==> src/rtl/fifo_pkg.sv <==
// Shared gray-pointer FIFO helpers for the read and write domains.
// Conversions work on a wide zero-extended vector, so one function serves every pointer width.
package fifo_pkg;

    localparam int MAX_PTR_W = 32;

    function automatic int ptr_width(input int depth);
        return $clog2(depth) + 1;
    endfunction

    function automatic logic [MAX_PTR_W-1:0] bin2gray(input logic [MAX_PTR_W-1:0] bin);
        return bin ^ (bin >> 1);
    endfunction

    // Leading zeros above the real width leave the lower result bits untouched.
    function automatic logic [MAX_PTR_W-1:0] gray2bin(input logic [MAX_PTR_W-1:0] gray);
        logic [MAX_PTR_W-1:0] bin;
        bin[MAX_PTR_W-1] = gray[MAX_PTR_W-1];
        for (int i = MAX_PTR_W - 2; i >= 0; i--) begin
            bin[i] = bin[i+1] ^ gray[i];
        end
        return bin;
    endfunction

endpackage

==> src/rtl/sync_ff.sv <==
// Plain multi-flop synchroniser chain with synchronous active-high reset.
module sync_ff #(
    parameter int STAGES = 2,
    parameter int WIDTH  = 1
) (
    input  logic             clk,
    input  logic             rst,
    input  logic [WIDTH-1:0] d,
    output logic [WIDTH-1:0] q
);

    logic [WIDTH-1:0] stage [STAGES];

    // Straight flop-to-flop path; nothing may sit between stages.
    always_ff @(posedge clk) begin
        if (rst) begin
            for (int i = 0; i < STAGES; i++) begin
                stage[i] <= '0;
            end
        end else begin
            stage[0] <= d;
            for (int i = 1; i < STAGES; i++) begin
                stage[i] <= stage[i-1];
            end
        end
    end

    assign q = stage[STAGES-1];

endmodule

==> src/rtl/fifo_rd_ctrl.sv <==
// Read-domain pointer, empty and underflow logic of the dual-clock gray-pointer FIFO.
// Optional macro FIFO_RD_COUNT_EN adds a registered rd_count occupancy output.
module fifo_rd_ctrl
    import fifo_pkg::*;
#(
    parameter int FIFO_DEPTH  = 128,
    parameter int SYNC_STAGES = 2
) (
    input  logic                         rd_clk,
    input  logic                         rd_rst,
    input  logic                         rd_en,
    input  logic [$clog2(FIFO_DEPTH):0]  wr_ptr_gray,
    output logic [$clog2(FIFO_DEPTH)-1:0] rd_addr,
    output logic [$clog2(FIFO_DEPTH):0]  rd_ptr_gray,
    output logic                         empty,
    output logic                         rd_valid,
    output logic                         underflow
`ifdef FIFO_RD_COUNT_EN
    ,
    output logic [$clog2(FIFO_DEPTH):0]  rd_count
`endif
);

    localparam int ADDR_W = $clog2(FIFO_DEPTH);
    localparam int PTR_W  = ptr_width(FIFO_DEPTH);

    if ((FIFO_DEPTH < 2) || ((FIFO_DEPTH & (FIFO_DEPTH - 1)) != 0)) begin : g_depth_check
        $error("fifo_rd_ctrl: FIFO_DEPTH must be a power of two");
    end
    if ((SYNC_STAGES < 2) || (SYNC_STAGES > 4)) begin : g_sync_check
        $error("fifo_rd_ctrl: SYNC_STAGES must be 2..4");
    end

    logic [PTR_W-1:0] rd_ptr_bin;
    logic [PTR_W-1:0] rd_ptr_bin_next;
    logic [PTR_W-1:0] rd_ptr_gray_next;
    logic [PTR_W-1:0] wr_ptr_gray_sync;
    logic             rd_fire;

    sync_ff #(
        .STAGES (SYNC_STAGES),
        .WIDTH  (PTR_W)
    ) u_wr_ptr_sync (
        .clk (rd_clk),
        .rst (rd_rst),
        .d   (wr_ptr_gray),
        .q   (wr_ptr_gray_sync)
    );

    assign rd_fire          = rd_en & ~empty;
    assign rd_ptr_bin_next  = rd_ptr_bin + PTR_W'(rd_fire);
    assign rd_ptr_gray_next = PTR_W'(bin2gray(MAX_PTR_W'(rd_ptr_bin_next)));

    // Empty compares the post-read pointer, so the final read raises empty on its own edge.
    always_ff @(posedge rd_clk) begin
        if (rd_rst) begin
            rd_ptr_bin  <= '0;
            rd_ptr_gray <= '0;
            empty       <= 1'b1;
            rd_valid    <= 1'b0;
            underflow   <= 1'b0;
        end else begin
            rd_ptr_bin  <= rd_ptr_bin_next;
            rd_ptr_gray <= rd_ptr_gray_next;
            empty       <= (rd_ptr_gray_next == wr_ptr_gray_sync);
            rd_valid    <= rd_fire;
            underflow   <= rd_en & empty;
        end
    end

    assign rd_addr = rd_ptr_bin[ADDR_W-1:0];

`ifdef FIFO_RD_COUNT_EN
    logic [PTR_W-1:0] wr_ptr_bin_sync;

    assign wr_ptr_bin_sync = PTR_W'(gray2bin(MAX_PTR_W'(wr_ptr_gray_sync)));

    // Same operands as the empty compare, so a zero count coincides exactly with empty.
    always_ff @(posedge rd_clk) begin
        if (rd_rst) begin
            rd_count <= '0;
        end else begin
            rd_count <= wr_ptr_bin_sync - rd_ptr_bin_next;
        end
    end
`endif

endmodule

==> config.mk <==
export PLATFORM = sky130hd
export DESIGN_NAME = fifo_rd_ctrl
export DESIGN_NICKNAME = d
export VERILOG_FILES = /design/src/rtl/fifo_pkg.sv /design/src/rtl/sync_ff.sv /design/src/rtl/fifo_rd_ctrl.sv
export SDC_FILE = /design/constraint.sdc
export NUM_CORES = 1
export LEC_CHECK = 0
export CORE_MARGIN = 2
export CORE_UTILIZATION = 45
export DETAILED_ROUTE_END_ITERATION = 10
export GPL_ROUTABILITY_DRIVEN = 1
export PLACE_DENSITY = 0.7
export SLEW_MARGIN = 25
export SYNTH_ARGS = -nofsm -noshare
export SYNTH_HDL_FRONTEND = slang
export SYNTH_SLANG_ARGS = --single-unit
export TNS_END_PERCENT = 10
==> constraint.sdc <==
create_clock -name rd_clk -period 3.16 [get_ports rd_clk]
set_clock_uncertainty 0.15 [all_clocks]
set_input_delay 0.316 -clock rd_clk [delete_from_list [all_inputs] [get_ports rd_clk]]
set_output_delay 0.316 -clock rd_clk [all_outputs]
set_load 0.01 [all_outputs]
-- After elaboration in Yosys (flattened, before gate mapping)
Memory sizes are Yosys's and may differ from the RTL's.
Index checks and enable logic that the tools add are counted.
Widths: inputs -> output; s select.
- bits in writable memories: 16
- word-level logic and storage cells: 19
- memories kept: 1
- input bits: 11
- register bits: 19
- muxes and demuxes: 5
- bitwise logic cells: 6
- $add $sub $neg: 1
- equality and inequality tests: 1
- memory list (name ; depth ; width ; rd ports ; clocked after memory_dff ; wr ports ; RTL line ; RTL):
    u_wr_ptr_sync.stage ; 2 ; 8 ; 2 ; 0 ; 2 ; sync_ff.sv:12 ; logic [WIDTH-1:0] stage [STAGES];
- operator list (operator ; count):
    $mux 8 ; 2
    $add 8x1->8 ; 1
    $eq 8x8->1 ; 1
    $xor 8x7->8 ; 1
    $mux 1 ; 3
    $and 1x1->1 ; 2
    $or 1x1->1 ; 2
    $not 1->1 ; 1

-- Logic depth before layout (Yosys ltp)
- depth after elaboration: 5
- mapped depth: 9
- gate-level depth less buffers: 7

-- Cells and area by module
A second synthesis with hierarchy kept.
- cell total of the unflattened synthesis: 140
- area total of the unflattened synthesis: 1527.7 um^2
- by module, submodules not included (module ; area each (um^2) ; sequential area each (um^2) ; cells each ; times used):
    fifo_rd_ctrl ; 1003.5 ; 360.3 ; 99 ; 1
    sync_ff ; 524.3 ; 320.3 ; 41 ; 1

-- Least setup slack after synthesis
No wires, ideal clock.
- path kind: reg-to-reg
- start point: reg empty
- end point: reg empty
- stages on the path, launching flop included: 10
- slack: 0.863 ns
- data arrival time: 2.051 ns
- buffers on the path: 2
- clock period less this slack: 2.297 ns
- path through: dfxtp_1 -> nor2b_1 -> ha_1 -> buf_6 -> buf_6 -> or3b_2 -> nand4_1 -> xnor2_1 -> o21ai_0 -> o41ai_2
- longest elaborated chain between the ends: 5
- RTL lines (what ; RTL line ; RTL):
    start, declared ; fifo_rd_ctrl.sv:15 ; output logic empty,
    start signal, assigned ; fifo_rd_ctrl.sv:65 ; empty <= (rd_ptr_gray_next == wr_ptr_gray_sync);
    $not 1->1 ; fifo_rd_ctrl.sv:50 ; assign rd_fire = rd_en & ~empty;
    $and 1x1->1 ; fifo_rd_ctrl.sv:50 ;
    named net rd_fire ; fifo_rd_ctrl.sv:38 ; logic rd_fire;
    $add 8x1->8 ; fifo_rd_ctrl.sv:51 ; assign rd_ptr_bin_next = rd_ptr_bin + PTR_W'(rd_fire);
    $xor 8x7->8 ; fifo_pkg.sv:12 ; return bin ^ (bin >> 1);
    $eq 8x8->1 ; fifo_rd_ctrl.sv:65 ;
The timed path passes the listed nets, and every way through them passes these cells.
A chain may end at the register's enable or synchronous reset.

-- Worst setup path in the final report
- start point: in rd_en
- end point: reg empty
- longest elaborated chain between the ends: 4
- RTL lines (what ; RTL line ; RTL):
    start, declared ; fifo_rd_ctrl.sv:11 ; input logic rd_en,
    $and 1x1->1 ; fifo_rd_ctrl.sv:50 ;
    named net rd_fire ; fifo_rd_ctrl.sv:38 ;
    $add 8x1->8 ; fifo_rd_ctrl.sv:51 ;
    $xor 8x7->8 ; fifo_pkg.sv:12 ;
    $eq 8x8->1 ; fifo_rd_ctrl.sv:65 ;
The timed path passes the listed nets, and every way through them passes these cells.

==> impl_metrics.py <==
metrics = {
    "cells_and_area": {
        "nNetsFinal": 207,
        "mostFrequentLayoutCells": "dfxtp_1 (34), clkdlybuf4s50_1 (28), nor2b_1 (21)",
        "diodes": 0,
        "syn2layout_area_growth_pct": 21.6,
        "final_common_cell": "dfxtp_1",
        "layout-drive-gt1-share_pct": 10.8,
        "final_util_pct": 55.8,
        "fin_cells": 243,
        "fin_area_sq_um": 2010,
    },
    "sta": {
        "grt_setup_unrepaired": "false",
        "period_share_pct": 88.4,
        "worst_pin_slew_ns": 0.484,
        "slew-limit-headroom_pct": 67.6,
        "finalHoldViolations": 0,
        "min_period_ns": 2.79,
        "setup_tns_ns": 0,
        "slew_viol_final": 0,
        "fmax_ghz": 0.358,
        "setup_viol": 0,
        "setup_ws_ns": 0.366,
    },
    "global_route": {
        "grt_pass1_vias": 1161,
        "grt_pass1_wl_um": 5010,
        "grt_start_max_net_pins": 21,
        "grtUsageTotal_pct": 15.9,
        "antenna_found_initial": 0,
        "grt.overflow.total": 0,
    },
    "critical_path": {
        "crit_fanout": 13,
        "critPathRequiredTime_ns": 3.20,
        "arrival_ns": 2.83,
        "critPathKind": "in2reg",
        "end_kind": "register",
        "critPathLaunchType": "input pin",
        "reg2reg_from": "empty$_SDFF_PP1_",
        "critPathLaunch": "rd_en",
    },
    "cts": {
        "ctsRootBufferMaster": "clkbuf_8",
        "clk_latency_ns": 0.29,
        "post_cts_buffers": 0,
        "clk_pin_slew_ns": 0.06,
        "clockBufferDepth": 2,
        "holdBufCountCts": 0,
        "htreeDepth": 2,
        "cts_inserted_buffers": 5,
        "postCtsResizedCells": 0,
        "cts_tree": "built",
        "cts_sinks": 34,
    },
    "pwr": {
        "switchingPower_mw": 0.197,
        "peakVddDrop_v": 0.000287,
        "p_per_area_nw_per_um2": 435,
        "combPwrFrac_pct": 10.6,
        "swShare_pct": 22.6,
        "seqPwrFrac_pct": 52.2,
        "p_clk_share_pct": 37.2,
        "p_int_mw": 0.677,
        "power_leakage_nw": 0.768,
    },
    "placement": {
        "post_dp_cell_area_sq_um": 1920,
        "dp.cells": 235,
        "pre_cts_ws_ns": 0.0859,
        "gp_congestion": 0.900,
        "place_hpwl_um": 2160,
        "port_buffers": 28,
    },
    "synthesis": {
        "async_flop_share_pct": 0,
        "synth_fp_nets": 182,
        "synth_cell_types": 45,
        "yosys-top-cells-area": "dfxtp_1 (41%), nor2b_1 (7.9%), xnor2_1 (4.2%), xor2_1 (4.2%), nor2_1 (3.0%)",
        "yosysSeqAreaShare_pct": 41.1,
        "synth_cells": 169,
        "syn_area_sq_um": 1650,
        "ys_ff_latch": 34,
        "ys_warn_count": 0,
        "synthDominantCellAreaShare_pct": 41.1,
        "synth_edf_count": 0,
        "synth.avg_cell_area_sq_um": 9.79,
        "synth_top_cell_by_area": "dfxtp_1",
        "synth_ff_type": "dfxtp_1",
    },
    "routing": {
        "first_pass_iters": 4,
        "vias": 1233,
        "drc": 0,
        "drt-total-wl_um": 2970,
        "wl_per_cell_um": 12.2,
        "ant_nets": 0,
        "drtIter0Drc": 47,
        "routed_via_density": 5.07,
    },
    "die": {
        "start_util_pct": 45.9,
        "fp-row-count": 22,
        "die_area_sq_um": 4180,
        "coreArea_sq_um": 3610,
        "die_h_um": 64.6,
        "die_w_um": 64.6,
        "io_pins": 29,
    },
    "worst_hold_path": {
        "hp-class": "reg2reg",
        "min_from": "u_wr_ptr_sync.stage[0][4]$_SDFF_PP0_",
    },
    "status": {
        "status": "finished, final reports clean",
    },
    "job": {
        "max_cap_violations": 0,
    },
}
metal layers:
| metal | routed length (um) | vias to the layer above | GRT usage, % |
|---|---|---|---|
| li1 | - | 621 | - |
| met1 | 1290 | 579 | 17.0 |
| met2 | 1500 | 28 | 27.7 |
| met3 | 131 | 5 | 5.73 |
| met4 | 50 | 0 | 7.98 |
| met5 | 0 | - | 0 |
path summary, 6_finish.rpt:
kind	slack (ns)	cells past startpoint	endpoint
hold / removal	0.29	1	u_wr_ptr_sync.stage[0][12]$_SDFF_PP0_
setup / recovery	0.37	9	empty$_SDFF_PP1_
hold reg to reg	0.29	1	u_wr_ptr_sync.stage[0][12]$_SDFF_PP0_
setup reg to reg	0.56	8	empty$_SDFF_PP1_
cell type report:
type / count / area (sq um)
tap: 48 / 60.1
multi-input combinational: 120 / 873
sequential: 34 / 681
timing repair buffer: 30 / 295
clock inverter: 1 / 5.00
clock buffer: 7 / 86.3
inverter: 3 / 11.3
fill: 314 / 1590
worst max-delay path, stage by stage:
cell and delay (ns):
clkdlybuf4s50_1 0.49, nor2b_1 0.19, ha_1 0.39, buf_4 0.25, nand2b_1 0.10, a21oi_2 0.20, nor3_1 0.09, or4_4 0.54
o41ai_2 0.27
metrics by stage:
step	power (mW)	hold slack (ns)
2_1_floorplan	0.522	0.238
3_3_place_gp	0.556	0.267
3_5_place_dp	0.558	0.273
4_1_cts	0.883	0.288
5_1_grt	0.910	0.297
6_report	0.874	0.287
Yosys cell counts, types with 4 or more instances:
| cell | instances |
|---|---|
| or3_1 | 4 |
| nor3_1 | 4 |
| nor2b_1 | 21 |
| o21ai_0 | 6 |
| nand2_1 | 6 |
| buf_6 | 4 |
| xor2_1 | 8 |
| xnor2_1 | 8 |
| nand3_1 | 5 |
| dfxtp_1 | 34 |
| nand2b_1 | 4 |
| nor2_1 | 13 |
power groups by stage:
| stage | Clock [mW] | Combinational, mW | Sequential [mW] |
|---|---|---|---|
| after CTS | 0.334 | 0.0929 | 0.456 |
| after global placement | 0 | 0.0910 | 0.465 |
| after detailed placement | 0 | 0.0924 | 0.466 |
| after floorplan | 0 | 0.0556 | 0.467 |
| after global routing | 0.352 | 0.0999 | 0.458 |
| final | 0.325 | 0.0928 | 0.456 |
cell families (layout without fill, tap and decap cells):
| logic type | count (synthesis) | in the layout | synth area share (%) |
|---|---|---|---|
| xor+xnor | 18 | 18 | 11.3 |
| buf+inv | 15 | 41 | 6.05 |
| compound gates | 22 | 22 | 10.6 |
| mux | 2 | 2 | 1.21 |
| simple gates | 76 | 76 | 28.2 |
| flops | 34 | 34 | 41.1 |
| fa+ha+maj | 2 | 2 | 1.51 |
state kept, by name, summed over array words and instances (netlist names):
signal / flops
rd_valid: 1
underflow: 1
u_wr_ptr_sync.stage: 16
rd_ptr_gray: 8
rd_ptr_bin: 7
empty: 1
Note: power is estimated with default switching activity, not from simulation.
